<file path="src/rtl/timer_pkg.sv">
// Shared definitions for the countdown timer: FSM state encoding and default width.
package timer_pkg;

    localparam int DEFAULT_N = 4;

    typedef enum logic [1:0] {
        IDLE = 2'd0,
        RUN  = 2'd1,
        DONE = 2'd2
    } state_t;

endpackage

</file>
<file path="src/rtl/down_counter.sv">
// Loadable down counter with synchronous clear; never decrements below zero.
module down_counter
    import timer_pkg::*;
#(
    parameter int N = DEFAULT_N
) (
    input  logic         clk,
    input  logic         rst_n,
    input  logic [N-1:0] in,
    input  logic         ld,
    input  logic         clr,
    input  logic         dec,
    output logic [N-1:0] out,
    output logic         zero
);

    logic [N-1:0] count_reg;

    always_ff @(posedge clk or negedge rst_n) begin
        if (!rst_n) begin
            count_reg <= '0;
        end else if (clr) begin
            count_reg <= '0;
        end else if (ld) begin
            count_reg <= in;
        end else if (dec && (count_reg != '0)) begin
            count_reg <= count_reg - N'(1);
        end
    end

    assign out  = count_reg;
    assign zero = (count_reg == '0);

endmodule

</file>
<file path="src/rtl/countdown_timer.sv">
// Countdown timer: IDLE/RUN/DONE controller with a reload register, driving a down_counter.
module countdown_timer
    import timer_pkg::*;
#(
    parameter int N = DEFAULT_N
) (
    input  logic         clk,
    input  logic         rst_n,
    input  logic [N-1:0] in,
    input  logic         ld,
    input  logic         start,
    input  logic         clr,
    input  logic         cnten,
    input  logic         auto_rld,
    output logic [N-1:0] out,
    output logic         zero,
    output logic         busy,
    output logic         done
);

    state_t       state_reg;
    state_t       state_next;
    logic [N-1:0] rld_reg;
    logic [N-1:0] cnt_out;
    logic         cnt_zero;
    logic         cnt_ld;
    logic [N-1:0] cnt_val;
    logic         cnt_dec;

    always_ff @(posedge clk or negedge rst_n) begin
        if (!rst_n) begin
            state_reg <= IDLE;
        end else begin
            state_reg <= state_next;
        end
    end

    // The reload value follows ld in every state; clr leaves it untouched.
    always_ff @(posedge clk or negedge rst_n) begin
        if (!rst_n) begin
            rld_reg <= '0;
        end else if (ld && !clr) begin
            rld_reg <= in;
        end
    end

    always_comb begin
        state_next = state_reg;
        case (state_reg)
            IDLE: begin
                // A same-cycle load decides RUN vs DONE from the new value.
                if (start) begin
                    state_next = (((ld ? in : cnt_out)) != '0) ? RUN : DONE;
                end
            end
            RUN: begin
                if (cnten && (cnt_out == N'(1))) begin
                    state_next = DONE;
                end
            end
            DONE: begin
                state_next = (auto_rld && (rld_reg != '0)) ? RUN : IDLE;
            end
            default: state_next = IDLE;
        endcase
        if (clr) begin
            state_next = IDLE;
        end
    end

    always_comb begin
        busy    = (state_reg == RUN);
        done    = (state_reg == DONE);
        cnt_ld  = 1'b0;
        cnt_val = in;
        cnt_dec = 1'b0;
        case (state_reg)
            IDLE: cnt_ld = ld;
            RUN:  cnt_dec = cnten;
            DONE: begin
                if (auto_rld && (rld_reg != '0)) begin
                    cnt_ld  = 1'b1;
                    cnt_val = rld_reg;
                end
            end
            default: ;
        endcase
    end

    down_counter #(.N(N)) u_counter (
        .clk   (clk),
        .rst_n (rst_n),
        .in    (cnt_val),
        .ld    (cnt_ld),
        .clr   (clr),
        .dec   (cnt_dec),
        .out   (cnt_out),
        .zero  (cnt_zero)
    );

    assign out  = cnt_out;
    assign zero = cnt_zero;

endmodule

</file>
<file path="config.mk">
export PLATFORM = sky130hd
export DESIGN_NAME = countdown_timer
export DESIGN_NICKNAME = d
export VERILOG_FILES = /design/src/rtl/timer_pkg.sv /design/src/rtl/down_counter.sv /design/src/rtl/countdown_timer.sv
export SDC_FILE = /design/constraint.sdc
export NUM_CORES = 1
export LEC_CHECK = 0
export ABC_AREA = 0
export CAP_MARGIN = 25
export CORE_UTILIZATION = 33
export DETAILED_ROUTE_END_ITERATION = 16
export SLEW_MARGIN = 10
export SYNTH_ARGS = -nofsm -noshare
export SYNTH_HDL_FRONTEND = slang
export SYNTH_HIERARCHICAL = 1
export SYNTH_SLANG_ARGS = --single-unit
</file>
<file path="constraint.sdc">
create_clock -name clk -period 2.5 [get_ports clk]
set_clock_uncertainty 0.2 [all_clocks]
set_input_delay 0.75 -clock clk [delete_from_list [all_inputs] [get_ports clk]]
set_output_delay 0.75 -clock clk [all_outputs]
set_load 0.01 [all_outputs]
</file>
Yosys cells after proc, flatten, opt, wreduce, memory -nomap -nowiden. Index checks and enable logic that the tools add are counted.

Register bits after elaboration: 10. Input bits: 11. Word-level logic and storage cells: 36.

Add/sub/neg operators: 1. Equality and inequality tests: 5. Mux-type cells: 15. Reductions and logical operators: 12.

Operator list (number): two-way mux 4 bit (6); nonzero test 4 bit (3); two-way mux 2 bit (4); case mux 2 bit (3 select lines) (1); equality test 4 x 1 -> 1 bit (second input constant) (1); logical AND 1 bit (4); logical NOT 4 bit (1); subtractor 4 x 1 -> 4 bit (second input constant) (1); two-way mux 1 bit (3); != test 3 x 2 -> 1 bit (second input constant) (1); != test 3 bit (second input constant) (1); nonzero test 3 bit (1); equality test 2 x 1 -> 1 bit (second input constant) (1); equality test 2 bit (second input constant) (1); logical NOT 2 bit (1); case mux 1 bit (2 select lines) (1); AND reduction 2 bit (1); logical NOT 1 bit (1).

Longest topological paths before layout. Gate-level depths: netlist of run 1.

Depth after elaboration: 6. Gate-level depth with buffers: 6. Mapped depth without buffers: 6.

Hierarchy. Netlist of run 1, hierarchy kept.

By module, submodules not included: countdown_timer (instances 1, cells an instance 39, area each 446.7 um2, seq. area each 150.1 um2); down_counter (instances 1, cells an instance 31, area each 292.8 um2, seq. area each 100.1 um2).

Worst setup path before layout of run 1. No wires, ideal clock.

Path type: register to output. From: reg u_counter.count_reg[1], in the netlist u_counter/out[1]. To: out zero. Arrival: 1306 ps. Data required time: 1550 ps. Setup slack: 244 ps. Stages on the path, launching flop included: 6. Buffers on the path: 1. Cell sequence: dfrtp_1 -> inv_1 -> ha_1 -> or3b_1 -> buf_2 -> inv_1.

Longest elaborated chain between the ends: 1.

Ends and longest elaborated chain: start: declaration (RTL line down_counter.sv:17) `logic [N-1:0] count_reg;`; start signal: assignment (RTL line down_counter.sv:25) `count_reg <= in;`; start signal: assignment (RTL line down_counter.sv:27) `count_reg <= count_reg - N'(1);`; logical NOT 4 bit (RTL line down_counter.sv:32) `assign zero = (count_reg == '0);`; end: declaration (RTL line countdown_timer.sv:16) `output logic zero,`.

Every way passes these cells.

Worst setup path after layout of run 1.
From: reg state_reg[1]. To: out done.

Longest elaborated chain between the ends: 1.

Ends and longest elaborated chain: start: declaration (RTL line countdown_timer.sv:21) `state_t state_reg;`; start signal: assignment (RTL line countdown_timer.sv:34) `state_reg <= state_next;`; equality test 2 bit (RTL line countdown_timer.sv:73) `done = (state_reg == DONE);`; end: declaration (RTL line countdown_timer.sv:18) `output logic done`.

Every way passes these cells.

==> results.sh, run 1 <==
export IMPL_synth_edf_count=0
export IMPL_synthesis_area_um2=739
export IMPL_die_w_um=49.3
export IMPL_endpoint_kind="primary output"
export IMPL_hold_viol=0
export IMPL_ys_warn_count=6
export IMPL_path_max_fanout=8
export IMPL_mostFrequentLayoutCell="clkdlybuf4s50_1"
export IMPL_maxSlewHeadroom_pct=68.5
export IMPL_antenna_found_initial=0
export IMPL_clk_pin_slew_worst_paths_ns=0.07
export IMPL_finalMaxSlewViolations=0
export IMPL_gr_usage_all_layers_pct=15.4
export IMPL_critPathSlowestCell="clkdlybuf4s50_1"
export IMPL_min_period_ns=2.42
export IMPL_vias_per_cell=5.33
export IMPL_timing_hold_ws_ns=0.325
export IMPL_syn_nets=83
export IMPL_finalNetCount=116
export IMPL_ys_seq_elements=10
export IMPL_vdd_drop_max_v=0.000458
export IMPL_dieArea_um2=2430
export IMPL_pre_cts_ws_ns=-0.129
export IMPL_grt_first_pass_wirelength_um=2860
export IMPL_cts_root_buf="clkbuf_4"
export IMPL_wl_met1_um=773
export IMPL_clkLatencyLatePin_ns=0.27
export IMPL_total_power_mw=0.912
export IMPL_grt_max_degree=11
export IMPL_drt_first_pass_iters=4
export IMPL_netlist_instances=70
export IMPL_post_drt_wl_per_cell_um=12.9
export IMPL_run_status="finished clean"
export IMPL_drtIter0Drc=18
export IMPL_synth_xor_area_share_pct=0
export IMPL_wl_um=1660
export IMPL_cts_tree="done"
export IMPL_timing_final_crit_share_pct=96.8
export IMPL_max_stage_delay_ns=0.53
export IMPL_globalplace_congestion=0.737
export IMPL_dr_wl_met3_um=61
export IMPL_cts_hold_buf=0
export IMPL_die_h_um=49.3
export IMPL_r2r_setup_slack_ns=0.30
export IMPL_min_path_type="flip-flop to flip-flop"
export IMPL_ios=18
export IMPL_syn_to_final_growth_pct=41.6
export IMPL_p_leak_nw=0.454
export IMPL_post_cts_resized=2
export IMPL_synth_distinct_cells=33
export IMPL_clkSinkCount=10
export IMPL_port_buffers=17
export IMPL_synthArstFlopShare_pct=100
export IMPL_rows=16
export IMPL_rsz0062_at_grt="no"
export IMPL_highest_layer="met4"
export IMPL_core_area_um2=2040
export IMPL_drc=0
export IMPL_drtAntennaViolNets=0
export IMPL_place_hpwl_um=1320
export IMPL_clockBufferDepth=2
export IMPL_synthAdderAreaFrac_pct=3.38
export IMPL_yosysSeqAreaShare_pct=33.8
export IMPL_maxCapViolCount=0
export IMPL_synth_mux_area_share_pct=15.6
export IMPL_antenna_cells=0
export IMPL_finalSetupViolations=0
export IMPL_dr_wl_met2_um=812
export IMPL_synth_avg_cell_area_um2=10.6
export IMPL_synth_compound_area_share_pct=14.6
export IMPL_grt_pass1_vias=699
export IMPL_fin_ws_ns=0.0804
export IMPL_drive_gt1_share_pct=25.7
export IMPL_critPathLaunchType="flip-flop"
export IMPL_max_freq_mhz=413
export IMPL_placed_area_um2=1030
export IMPL_cp_cell_sequence="nor2b_1 -> clkdlybuf4s50_1"
export IMPL_synth_top_family_by_area="simple AND/OR/NAND/NOR gates"
export IMPL_worstPathRequired_ns=1.55
export IMPL_synth_ff_type="dfrtp_1"
export IMPL_worstMarginPinSlew_ns=0.469
export IMPL_fin_area_um2=1050
export IMPL_powerDensity_nw_per_um2=871
export IMPL_initial_core_util_pct=36.2
export IMPL_crit_type="flip-flop to primary output"
export IMPL_grt_overflow_total=0
export IMPL_most_common_layout_cells="clkdlybuf4s50_1 (16), buf_4 (12), dfrtp_1 (9)"
export IMPL_worstPathArrival_ns=1.47
export IMPL_num_vias=682
export IMPL_post_cts_setup_buffer_count=0
export IMPL_numCtsBuffers=3
export IMPL_yosys_area_share_simple_pct=29.9
export IMPL_htreeDepth=1
## worst paths after layout
kind | from | to | depth (start not counted)
setup / recovery | state_reg[1] | done | 2
hold / removal | rld_reg[3] | rld_reg[3] | 1
setup reg to reg | rld_reg[1] | u_counter/out[1] | 6
hold reg to reg | rld_reg[3] | rld_reg[3] | 1
max in group asynchronous | rst_n | state_reg[0] | 1
min in group asynchronous | rst_n | rld_reg[2] | 1
## Yosys cell counts (all sizes together), types with 2 or more instances
| master | number | share of area (%) |
|---|---|---|
| dfrtp | 10 | 34 |
| mux2 | 8 | 14 |
| nor2 | 5 | 2.5 |
| nor2b | 5 | 5.2 |
| inv | 4 | 2.0 |
| nand3 | 3 | 2.0 |
| nor3 | 3 | 2.0 |
| or3b | 3 | 3.6 |
| a2111oi | 2 | 4.9 |
| a31oi | 2 | 1.7 |
| and2 | 2 | 1.7 |
| ha | 2 | 3.4 |
| nand2 | 2 | 1.0 |
| nor4 | 2 | 1.7 |
| nor4b | 2 | 2.4 |
## power by group
part / switching, mW / leakage, nW / internal, mW
clock: 0.0584 / 0.0138 / 0.0557
sequential: 0.0428 / 0.125 / 0.205
combinational: 0.253 / 0.316 / 0.297
total: 0.355 / 0.454 / 0.557
## metrics by stage
stage	util, %	cells	TNS, ns
after floorplan	-	70	0
after global placement	50.4	125	-0.103
after detailed placement	50.4	125	-0.129
after CTS	51.5	128	0
after global routing	51.3	128	0
final	51.3	128	0
## kinds of logic (layout without fill, tap and decap cells)
kind of cell | count (synthesis) | after routing
buf+inv | 5 | 36
simple gates | 33 | 33
compound gates | 11 | 11
fa+ha+maj | 2 | 2
flops | 10 | 10
mux | 9 | 9
## critical path: cells and delay by family, from the launching register on
kind / cells / cell delay (ns)
buffers and inverters: 1 / 0.53
DFF: 1 / 0.50
and+or+nand+nor: 1 / 0.17
## final cells by class
type | count | area, um2
fill | 219 | 995
multi-input combinational | 55 | 469
timing repair buffer | 29 | 255
sequential | 10 | 251
tap | 27 | 33.8
clock buffer | 3 | 22.5
inverter | 4 | 15.0
## routing by layer
metal | up-vias | track usage [%]
li1 | 333 | -
met1 | 329 | 18.0
met2 | 18 | 27.2
met3 | 2 | 2.18
met4 | 0 | 7.35
met5 | - | 0
Note: power is estimated with default switching activity, not from simulation.
==> run 2, diff against run 1 <==
Settings changed: REMOVE_ABC_BUFFERS set to 1.
Clock period 2.5 ns to 2.9 ns, I/O delays scaled along.
==> results.sh, run 2 (same netlist as run 1, synthesis figures left out) <==
export IMPL_run_status="finished clean"
export IMPL_drive_gt1_share_pct=21.9
export IMPL_grt_overflow_total=0
export IMPL_wl_um=1660
export IMPL_clkLatencyLatePin_ns=0.27
export IMPL_grt_first_pass_wirelength_um=2710
export IMPL_hold_viol=0
export IMPL_max_freq_mhz=376
export IMPL_dieArea_um2=2430
export IMPL_finalSetupViolations=0
export IMPL_critPathLaunchType="flip-flop"
export IMPL_mostFrequentLayoutCell="clkdlybuf4s50_1"
export IMPL_drt_first_pass_iters=3
export IMPL_initial_core_util_pct=36.2
export IMPL_syn_to_final_growth_pct=36.9
export IMPL_ios=18
export IMPL_min_period_ns=2.66
export IMPL_fillers=220
export IMPL_rows=16
export IMPL_fin_setup_tns_ns=0
export IMPL_globalplace_congestion=0.834
export IMPL_worstMarginPinSlew_ns=0.470
export IMPL_clk_pin_slew_worst_paths_ns=0.07
export IMPL_place_hpwl_um=1270
export IMPL_num_vias=652
export IMPL_drtAntennaViolNets=0
export IMPL_grt_max_degree=11
export IMPL_numCtsBuffers=3
export IMPL_gr_usage_all_layers_pct=14.8
export IMPL_post_drt_wl_per_cell_um=13.5
export IMPL_endpoint_kind="primary output"
export IMPL_timing_final_crit_share_pct=91.7
export IMPL_powerDensity_nw_per_um2=735
export IMPL_maxCapViolCount=0
export IMPL_cts_root_buf="clkbuf_4"
export IMPL_clkSinkCount=10
export IMPL_path_max_fanout=3
export IMPL_finalMaxSlewViolations=0
export IMPL_core_area_um2=2040
export IMPL_antenna_found_initial=0
export IMPL_drtIter0Drc=4
export IMPL_grt_pass1_vias=590
export IMPL_vias_per_cell=5.30
export IMPL_finalNetCount=111
export IMPL_worstPathRequired_ns=1.83
export IMPL_most_common_layout_cells="clkdlybuf4s50_1 (16), dfrtp_1 (10), buf_4 (7)"
export IMPL_antenna_cells=0
export IMPL_cts_tree="done"
export IMPL_htreeDepth=1
export IMPL_die_h_um=49.3
export IMPL_worstPathArrival_ns=1.59
export IMPL_vdd_drop_max_v=0.000326
export IMPL_maxSlewHeadroom_pct=68.6
export IMPL_clockBufferDepth=2
export IMPL_drc=0
export IMPL_cts_hold_buf=0
export IMPL_port_buffers=17
export IMPL_die_w_um=49.3
export IMPL_crit_type="flip-flop to primary output"
export IMPL_pre_cts_ws_ns=0.156
export IMPL_fin_ws_ns=0.241
export IMPL_p_leak_nw=0.432
export IMPL_min_path_type="flip-flop to flip-flop"
export IMPL_rsz0062_at_grt="no"
-- run 2: metrics by stage --
step	std cells	utilization (%)	hold WS, ns	power (mW)	instance area [um2]
floorplan	69	-	0.282	0.466	734
global placement	119	48.2	0.304	0.647	983
detailed placement	119	48.2	0.312	0.649	983
CTS	123	49.6	0.325	0.747	1010
global route	123	49.6	0.344	0.800	1010
finish	123	49.6	0.322	0.744	1010
-- run 2: power by group --
part,total (mW),leakage [nW],internal [mW],switching (mW)
Sequential,0.226,0.126,0.176,0.0502
Clock,0.0965,0.0138,0.0479,0.0486
Combinational,0.421,0.292,0.224,0.197
-- run 2: area by class of cell --
class | instances | area [um2] | share of cell area (%)
well taps | 27 | 33.8 | 3.34
repair buffers | 24 | 221 | 21.9
flip-flops and latches | 10 | 250 | 24.7
clock buffers | 3 | 22.5 | 2.22
multi-input cells | 55 | 469 | 46.4
inverters | 4 | 15.0 | 1.48
-- run 2: critical path, stage by stage (launching register included) --
cell and delay (ns):
dfrtp_1 0.39, inv_2 0.10, ha_1 0.16, or3b_1 0.36, inv_1 0.06, dlygate4sd2_1 0.25
-- run 2: worst paths after layout --
| path | from | end | slack [ns] | depth (start not counted) |
|---|---|---|---|---|
| worst max register to register | rld_reg[1] | u_counter/out[1] | 0.65 | 6 |
| worst max-delay path | u_counter/out[1] | zero | 0.24 | 5 |
| worst min register to register | rld_reg[3] | rld_reg[3] | 0.32 | 1 |
| min in group asynchronous | rst_n | rld_reg[0] | 0.72 | 1 |
| max in group asynchronous | rst_n | u_counter/out[2] | 1.45 | 1 |
| worst min-delay path | rld_reg[3] | rld_reg[3] | 0.32 | 1 |
-- run 2: routing by layer --
layer  part of all wire (%)  global-route usage (%)  up-vias
met3                    3.7                    2.18        4
met2                     45                    23.5       16
met1                     50                    19.4      310
met5                      0                       0        -
li1                       -                       -      322
met4                    1.3                    7.35        0
-- run 2: what timing repair did --
item,in CTS,in global routing
endpoints found under the setup margin,1,0
resized for setup,3,0
buffers inserted,1,0
